$ cat config.mk
export PLATFORM = sky130hd
export DESIGN_NAME = shared_bank_rqst_sched
export DESIGN_NICKNAME = d
export VERILOG_FILES = /design/src/rtl/shared_bank_rqst_sched_pkg.sv /design/src/rtl/shared_bank_rqst_sched_pri_enc.sv /design/src/rtl/shared_bank_rqst_sched.sv
export SDC_FILE = /design/constraint.sdc
export NUM_CORES = 1
export LEC_CHECK = 0
export ABC_AREA = 1
export CAP_MARGIN = 10
export CORE_MARGIN = 2
export CORE_UTILIZATION = 40
export DETAILED_ROUTE_END_ITERATION = 10
export GPL_TIMING_DRIVEN = 0
export PLACE_DENSITY = 0.74
export SKIP_CTS_REPAIR_TIMING = 1
export SLEW_MARGIN = 20
export SYNTH_ARGS = -nofsm -noshare
export SYNTH_HDL_FRONTEND = slang
export SYNTH_SLANG_ARGS = --single-unit
$ cat constraint.sdc
create_clock -name sys_clk -period 1.4 [get_ports sys_clk]
set_input_delay 0.35 -clock sys_clk [delete_from_list [all_inputs] [get_ports sys_clk]]
set_output_delay 0.35 -clock sys_clk [all_outputs]
set_load 0.03 [all_outputs]
$ cat src/rtl/shared_bank_rqst_sched_pkg.sv
// Shared definitions for the shared column-bank request scheduler.
// Holds the width localparams, the FSM state encoding and the
// lowest-set-bit helper used by the priority encoder.
package shared_bank_rqst_sched_pkg;

    localparam int SHARED_BANK_NUM           = 5;
    localparam int RQST_ADDR_BITWIDTH        = 2;
    localparam int GP_ELEMENT_ROW_ADDR_WIDTH = 7;
    localparam int CNT_WIDTH                 = 3;
    localparam int IDX_WIDTH                 = $clog2(SHARED_BANK_NUM);
    localparam int ADDR_VEC_WIDTH            = RQST_ADDR_BITWIDTH * SHARED_BANK_NUM;

    typedef enum logic [1:0] {
        IDLE  = 2'd0,
        ISSUE = 2'd1,
        DONE  = 2'd2
    } state_t;

    // Two's complement trick: v & -v keeps only the lowest set bit.
    function automatic logic [SHARED_BANK_NUM-1:0] lowest_set_onehot(
        input logic [SHARED_BANK_NUM-1:0] v
    );
        return v & (-v);
    endfunction

endpackage

$ cat src/rtl/shared_bank_rqst_sched_pri_enc.sv
// Lowest-index-first priority encoder over the pending requester vector.
// Ports:
//   i_pending  pending shared-bank requests
//   o_onehot   one-hot lowest set bit (0 when nothing pending)
//   o_idx      binary index of that bit, used for address muxing
//   o_last     the selected bit is the only one still pending
module shared_rqst_pri_enc
    import shared_bank_rqst_sched_pkg::*;
(
    input  logic [SHARED_BANK_NUM-1:0] i_pending,
    output logic [SHARED_BANK_NUM-1:0] o_onehot,
    output logic [IDX_WIDTH-1:0]       o_idx,
    output logic                       o_last
);

    assign o_onehot = lowest_set_onehot(i_pending);
    assign o_last   = ((i_pending & ~o_onehot) == '0);

    always_comb begin
        o_idx = '0;
        for (int i = 0; i < SHARED_BANK_NUM; i++) begin
            if (o_onehot[i]) o_idx = IDX_WIDTH'(i);
        end
    end

endmodule

$ cat src/rtl/shared_bank_rqst_sched.sv
// Per-batch scheduler for the shared column banks. A batch of share flags,
// per-requester column addresses and a row offset is accepted in IDLE.
// Requesters with flag 0 get a one-cycle gp1 enable; requesters with flag 1
// are serialised lowest-index-first onto the shared port (valid/ready).
// Ports:
//   sys_clk, rstn              clock, async active-low reset
//   rqst_valid_i/rqst_ready_o  batch handshake
//   share_rqstFlag_i           per-requester shared-bank flag
//   rqst_addr_i, row_addr_i    batch column addresses and row offset
//   gp1_en_o                   one-cycle enable for non-shared requesters
//   gp2_*                      shared-port request (valid/ready, grant, addresses)
//   issue_cnt_o                shared accesses completed in current batch
//   batch_done_o, busy_o       end-of-batch pulse, not-idle status
module shared_bank_rqst_sched
    import shared_bank_rqst_sched_pkg::*;
(
    input  logic                                 sys_clk,
    input  logic                                 rstn,
    input  logic                                 rqst_valid_i,
    output logic                                 rqst_ready_o,
    input  logic [SHARED_BANK_NUM-1:0]           share_rqstFlag_i,
    input  logic [ADDR_VEC_WIDTH-1:0]            rqst_addr_i,
    input  logic [GP_ELEMENT_ROW_ADDR_WIDTH-1:0] row_addr_i,
    output logic [SHARED_BANK_NUM-1:0]           gp1_en_o,
    output logic                                 gp2_valid_o,
    input  logic                                 gp2_ready_i,
    output logic [SHARED_BANK_NUM-1:0]           gp2_grant_o,
    output logic [RQST_ADDR_BITWIDTH-1:0]        gp2_addr_o,
    output logic [GP_ELEMENT_ROW_ADDR_WIDTH-1:0] gp2_row_addr_o,
    output logic [CNT_WIDTH-1:0]                 issue_cnt_o,
    output logic                                 batch_done_o,
    output logic                                 busy_o
);

    state_t                             r_state, w_state_nxt;
    logic [SHARED_BANK_NUM-1:0]         r_pending;
    logic [ADDR_VEC_WIDTH-1:0]          r_addr;
    logic [GP_ELEMENT_ROW_ADDR_WIDTH-1:0] r_row;
    logic [CNT_WIDTH-1:0]               r_cnt;
    logic [SHARED_BANK_NUM-1:0]         r_gp1_en;

    logic [SHARED_BANK_NUM-1:0]         w_onehot;
    logic [IDX_WIDTH-1:0]               w_idx;
    logic                               w_last;
    logic                               w_accept;
    logic                               w_fire;

    shared_rqst_pri_enc u_pri_enc (
        .i_pending (r_pending),
        .o_onehot  (w_onehot),
        .o_idx     (w_idx),
        .o_last    (w_last)
    );

    assign w_accept = (r_state == IDLE)  && rqst_valid_i;
    assign w_fire   = (r_state == ISSUE) && gp2_ready_i;

    always_ff @(posedge sys_clk or negedge rstn) begin
        if (!rstn) r_state <= IDLE;
        else       r_state <= w_state_nxt;
    end

    always_comb begin
        w_state_nxt = r_state;
        case (r_state)
            IDLE:    if (rqst_valid_i) w_state_nxt = (share_rqstFlag_i != '0) ? ISSUE : DONE;
            ISSUE:   if (gp2_ready_i && w_last) w_state_nxt = DONE;
            DONE:    w_state_nxt = IDLE;
            default: w_state_nxt = IDLE;
        endcase
    end

    // Pending/address/row are only loaded on acceptance, so the granted
    // requester and its addresses hold steady under backpressure.
    always_ff @(posedge sys_clk or negedge rstn) begin
        if (!rstn) begin
            r_pending <= '0;
            r_addr    <= '0;
            r_row     <= '0;
            r_cnt     <= '0;
            r_gp1_en  <= '0;
        end else begin
            r_gp1_en <= w_accept ? ~share_rqstFlag_i : '0;
            if (w_accept) begin
                r_pending <= share_rqstFlag_i;
                r_addr    <= rqst_addr_i;
                r_row     <= row_addr_i;
                r_cnt     <= '0;
            end else if (w_fire) begin
                r_pending <= r_pending & ~w_onehot;
                r_cnt     <= r_cnt + 1'b1;
            end
        end
    end

    assign rqst_ready_o   = (r_state == IDLE);
    assign busy_o         = (r_state != IDLE);
    assign batch_done_o   = (r_state == DONE);
    assign gp2_valid_o    = (r_state == ISSUE);
    assign gp2_grant_o    = gp2_valid_o ? w_onehot : '0;
    assign gp2_addr_o     = gp2_valid_o ? r_addr[w_idx*RQST_ADDR_BITWIDTH +: RQST_ADDR_BITWIDTH] : '0;
    assign gp2_row_addr_o = r_row;
    assign issue_cnt_o    = r_cnt;
    assign gp1_en_o       = r_gp1_en;

endmodule

After elaboration in Yosys (flattened, before gate mapping):

Cells that the tools add are included.

* bits in registers: 32
* input bits: 26
* output and inout bits: 26
* word-level logic and storage cells: 41

* add/subtract/negate cells: 2
* equal/unequal tests: 4
* shift-type cells: 1
* multiplexer cells: 15
* bitwise gates (word level): 4
* reduce and logical (&&, ||, !) cells: 9

Operator list (number)
* two-way mux 5 bit: 4
* two-way mux 2 bit: 6
* AND 5 bit: 2
* inverter 5 bit: 2
* variable part select 10 x 5 -> 2 bit: 1
* two-way mux 3 bit: 3
* zero test 5 bit: 1
* negation 5 bit: 1
* nonzero test 5 bit: 1
* one-hot mux 2 bit (2 select lines): 1
* nonzero test 2 bit: 2
* adder 3 x 1 -> 3 bit, second input constant: 1
* logical AND 1 bit: 3
* == test 2 x 1 -> 1 bit, second input constant: 1
* == test 2 bit, second input constant: 1
* zero test 2 bit: 1
* != test 2 x 1 -> 1 bit, second input constant: 1
* != test 2 bit, second input constant: 1
* AND reduction 2 bit: 1
* two-way mux 1 bit: 1

Longest topological paths before layout:

* depth in word-level cells: 8
* depth in mapped cells: 7
* gate-level depth less buffers: 7

By module:

From an unflattened synthesis, not the netlist that was laid out.

* cell total of the unflattened synthesis: 211
* area, all modules: 1584.0 µm²

Modules (own cells, without submodules)
* shared_bank_rqst_sched: instances 1, cells an instance 187, area each 1480.2 µm², sequential area each 800.8 µm²
* shared_rqst_pri_enc: instances 1, cells an instance 24, area each 103.8 µm², sequential area each 0.0 µm²

Least setup slack after synthesis:

No wires, ideal clock.

* path type: register -> output
* from: reg r_state[1]
* to: out gp2_grant_o[2]
* data arrival time: 1716 ps
* required time: 1050 ps
* slack: -666 ps
* stages on the path, launching flop included: 4
* path buffers: 0
* cell sequence: dfrtp_1 > nor2_4 > inv_2 > nor4_1

* longest elaborated chain between the ends: 2

RTL lines
* start, declared: line shared_bank_rqst_sched.sv:35 `state_t r_state, w_state_nxt;`
* start signal, assigned: line shared_bank_rqst_sched.sv:60 `else r_state <= w_state_nxt;`
* == test 2 x 1 -> 1 bit: line shared_bank_rqst_sched.sv:99 `assign gp2_valid_o = (r_state == ISSUE);`
* named net gp2_valid_o: line shared_bank_rqst_sched.sv:25 `output logic gp2_valid_o,`
* two-way mux 5 bit: line shared_bank_rqst_sched.sv:100 `assign gp2_grant_o = gp2_valid_o ? w_onehot : '0;`
* end, declared: line shared_bank_rqst_sched.sv:27 `output logic [SHARED_BANK_NUM-1:0] gp2_grant_o,`

The timed path passes the listed nets, and every way through them passes these cells.

Worst setup path in the final report:

* from: reg r_pending[1]
* to: out gp2_addr_o[1]

* longest elaborated chain between the ends: 8

RTL lines
* start, declared: line shared_bank_rqst_sched.sv:36 `logic [SHARED_BANK_NUM-1:0] r_pending;`
* start signal, assigned: line shared_bank_rqst_sched.sv:85 `r_pending <= share_rqstFlag_i;`
* start signal, assigned: line shared_bank_rqst_sched.sv:90 `r_pending <= r_pending & ~w_onehot;`
* negation 5 bit: line shared_bank_rqst_sched_pkg.sv:23 `return v & (-v);`
* AND 5 bit *: line shared_bank_rqst_sched_pkg.sv:23
* two-way mux 1 bit: line shared_bank_rqst_sched_pri_enc.sv:22 `if (o_onehot[i]) o_idx = IDX_WIDTH'(i);`
* two-way mux 2 bit (2 in a row): line shared_bank_rqst_sched_pri_enc.sv:22
* two-way mux 3 bit *: line shared_bank_rqst_sched_pri_enc.sv:22
* variable part select 10 x 5 -> 2 bit *: line shared_bank_rqst_sched.sv:101 `assign gp2_addr_o = gp2_valid_o ? r_addr[w_idx*RQST_ADDR_BITWIDTH +: RQST_ADDR_BITWIDTH] : '0;`
* two-way mux 2 bit *: line shared_bank_rqst_sched.sv:101
* end, declared: line shared_bank_rqst_sched.sv:28 `output logic [RQST_ADDR_BITWIDTH-1:0] gp2_addr_o,`

Every way passes the cells marked *; elsewhere a longest branch is shown, timed or not.

==> results.json <==
{
  "power.total_mw": 5.53,
  "chipHeight_um": 64.7,
  "postRouteWirelength_um": 3720,
  "cts_max_level": 2,
  "die_x_um": 64.7,
  "clk_transition_reported_paths_ps": 70,
  "antenna_found_initial": 0,
  "final_cells": 291,
  "fin_ws_ps": -542,
  "dp.cells": 276,
  "synth_seq_cells": 32,
  "route.detailed.drc": 0,
  "clk_latency_ps": 290,
  "finalNetCount": 269,
  "vias_per_cell": 4.78,
  "finalClockSkew_ps": 7.32,
  "synth_top_family_by_area": "simple AND/OR/NAND/NOR gates",
  "worst_pin_slew_ps": 700,
  "place_area_um2": 2090,
  "grt_max_degree": 33,
  "rr_endpoint": "r_pending[1]",
  "antenna_cells": 0,
  "synth_seq_area_share_pct": 54.4,
  "initialDrtViolationCount": 51,
  "dieArea_um2": 4180,
  "portBuffers": 51,
  "cts-root-buf": "clkbuf_8",
  "crit_type": "flip-flop to output pin",
  "cp-end-kind": "output pin",
  "required_ps": 1050,
  "r2r_slack_ps": 80,
  "failed_checks": "negative setup slack",
  "io_pins": 52,
  "rsz0062_at_grt": "yes",
  "cp.arrival_ps": 1590,
  "async_flop_share_pct": 100,
  "synth_edf_count": 0,
  "grt_pass1_wl_um": 5770,
  "fin_area_um2": 2330,
  "syn2layout_area_growth_pct": 58.6,
  "syn_inst": 177,
  "cts_buffers": 5,
  "fmax_mhz": 515,
  "globalplace.congestion": 0.803,
  "p_leak_nw": 1.32,
  "rows": 22,
  "cts_tree": "done",
  "cts_num_sinks": 32,
  "hpwlAfterDp_um": 2480,
  "status": "finished, violations left",
  "muxShareOfSynthArea_pct": 0,
  "rr_worst_depth": 6,
  "worstHoldPathType": "input pin to async pin",
  "worstSetupStartpointType": "flip-flop",
  "ys_types": 29,
  "powerDensity_nw_per_um2": 2370,
  "drv_slew": 0,
  "clockBufferDepth": 2,
  "coreArea_um2": 3610,
  "timing.final.crit_share_pct": 139,
  "syn_nets": 204,
  "synth.avg_cell_area_um2": 8.31,
  "synth_warnings": 0,
  "timing.final.hold_violations": 0,
  "drt-pass1-iter-count": 4,
  "synthFlopType": "dfrtp_1",
  "fill_cells": 313,
  "postRouteAntennaNets": 0,
  "endpoint": "gp2_addr_o[1]",
  "yosys.area_share.simple_pct": 32.0,
  "grt_usage_pct": 18.4,
  "max-vdd-ir-drop_mv": 0.952,
  "r2r-start": "r_state[0]",
  "timing.hold.ws_ps": 105,
  "synth_area_um2": 1470,
  "synth_fa_ha_area_share_pct": 0.850,
  "grt-ovfl-total": 0,
  "final-setup-viol-count": 11,
  "max_cap_viol_count": 0,
  "detail_route.wl_per_cell_um": 12.8,
  "layout-drive-gt1-share_pct": 25.5,
  "slew_headroom_pct": 53.4,
  "crit_path_max_fanout": 6,
  "startpoint": "r_pending[1]",
  "synth_xor_area_share_pct": 0.595,
  "finalCriticalPeriod_ps": 1940,
  "start_util_pct": 40.8,
  "first_global_vias": 1309,
  "vias": 1391,
  "synth_compound_area_share_pct": 6.38
}
[synthesized netlist by cell type (all sizes together), types with 2 or more instances]
library cell  count  area share, %
nor2             14            4.4
a21oi             3            1.0
buf               4            2.0
a22o              2            1.2
o22ai             2           0.85
dfrtp            32             54
clkinv            2           0.51
o21ai             5            1.7
nand3            12            4.4
nand2            79             22
inv              13            3.3
[critical path, stage by stage, from the launching register on]
cell and delay (ps):
dfrtp_2 450, nor2_4 190, nand3_4 130, nand2_4 90
nand2_1 50, nand3_1 80, nand3_2 110, nand2_4 70
buf_6 120
[routing by layer]
layer,vias to the layer above,track usage (%),share of wire (%)
met2,39,30.2,51
met3,8,4.34,4.7
met1,651,22.7,42
met4,0,8.78,2.3
met5,-,0,0
li1,693,-,-
[area by class of cell]
type                       count  area (um^2)  area share [%]
sequential                    32          806            34.5
multi-input combinational    126          691            29.6
timing repair buffer          58          593            25.4
clock buffer                   7         86.3            3.70
inverter                      15         61.3            2.63
tap                           48         60.1            2.57
buffer                         4         28.8            1.23
clock inverter                 1         7.51           0.322
[power breakdown]
group	total, mW	switching [mW]	internal [mW]
combinational	3.14	1.89	1.25
sequential	1.65	0.321	1.33
clock	0.740	0.341	0.399
[registers in the layout (all words and copies together) (netlist names)]
signal	flops
gp1_en_o	5
r_pending	5
issue_cnt_o	3
r_addr	10
r_state	2
gp2_row_addr_o	7
[worst min path at each step]
stage | start | end | slack (ps) | cells past startpoint
finish | rstn | gp1_en_o[2] | 100 | 1
global placement | gp2_row_addr_o[1] | gp2_row_addr_o[1] | 470 | 2
floorplan | rstn | gp1_en_o[0] | 50 | 0
CTS | rstn | gp1_en_o[3] | 120 | 1
global route | rstn | gp2_row_addr_o[3] | 160 | 1
detailed placement | rstn | gp1_en_o[3] | 430 | 1
[logic make-up after synthesis]
kind of cell	after synthesis
and+or+nand+nor	109
xor gates and xnor gates	1
AOI/OAI and AO/OA	15
buffers and inverters	19
DFF	32
adders and majority gates	1
[placed cells by master, fill, tap and decap left out, types with 2 or more instances in the layout]
cell type	instances
a22o_1	2
nand2_1	70
nor2_1	7
nand3_1	8
o22ai_1	2
clkdlybuf4s50_1	24
inv_4	2
dfrtp_1	28
inv_1	6
clkbuf_8	6
nor2_4	6
nand3_2	3
a21oi_1	3
buf_4	8
buf_6	9
dfrtp_2	4
inv_2	5
buf_2	5
nand2_2	3
clkinv_1	2
dlymetal6s2s_1	15
o21ai_1	5
nand2_4	6
[stage by stage]
step / worst slack, ps / TNS (ps) / utilization (%)
CTS: -1160 / -12960 / 60.5
finish: -542 / -3210 / 64.7
detailed placement: -812 / -7000 / 57.9
global placement: -813 / -26360 / 58.0
floorplan: -216 / -1250 / -
global route: -654 / -3730 / 64.7
(Power assumes the default switching activity.)
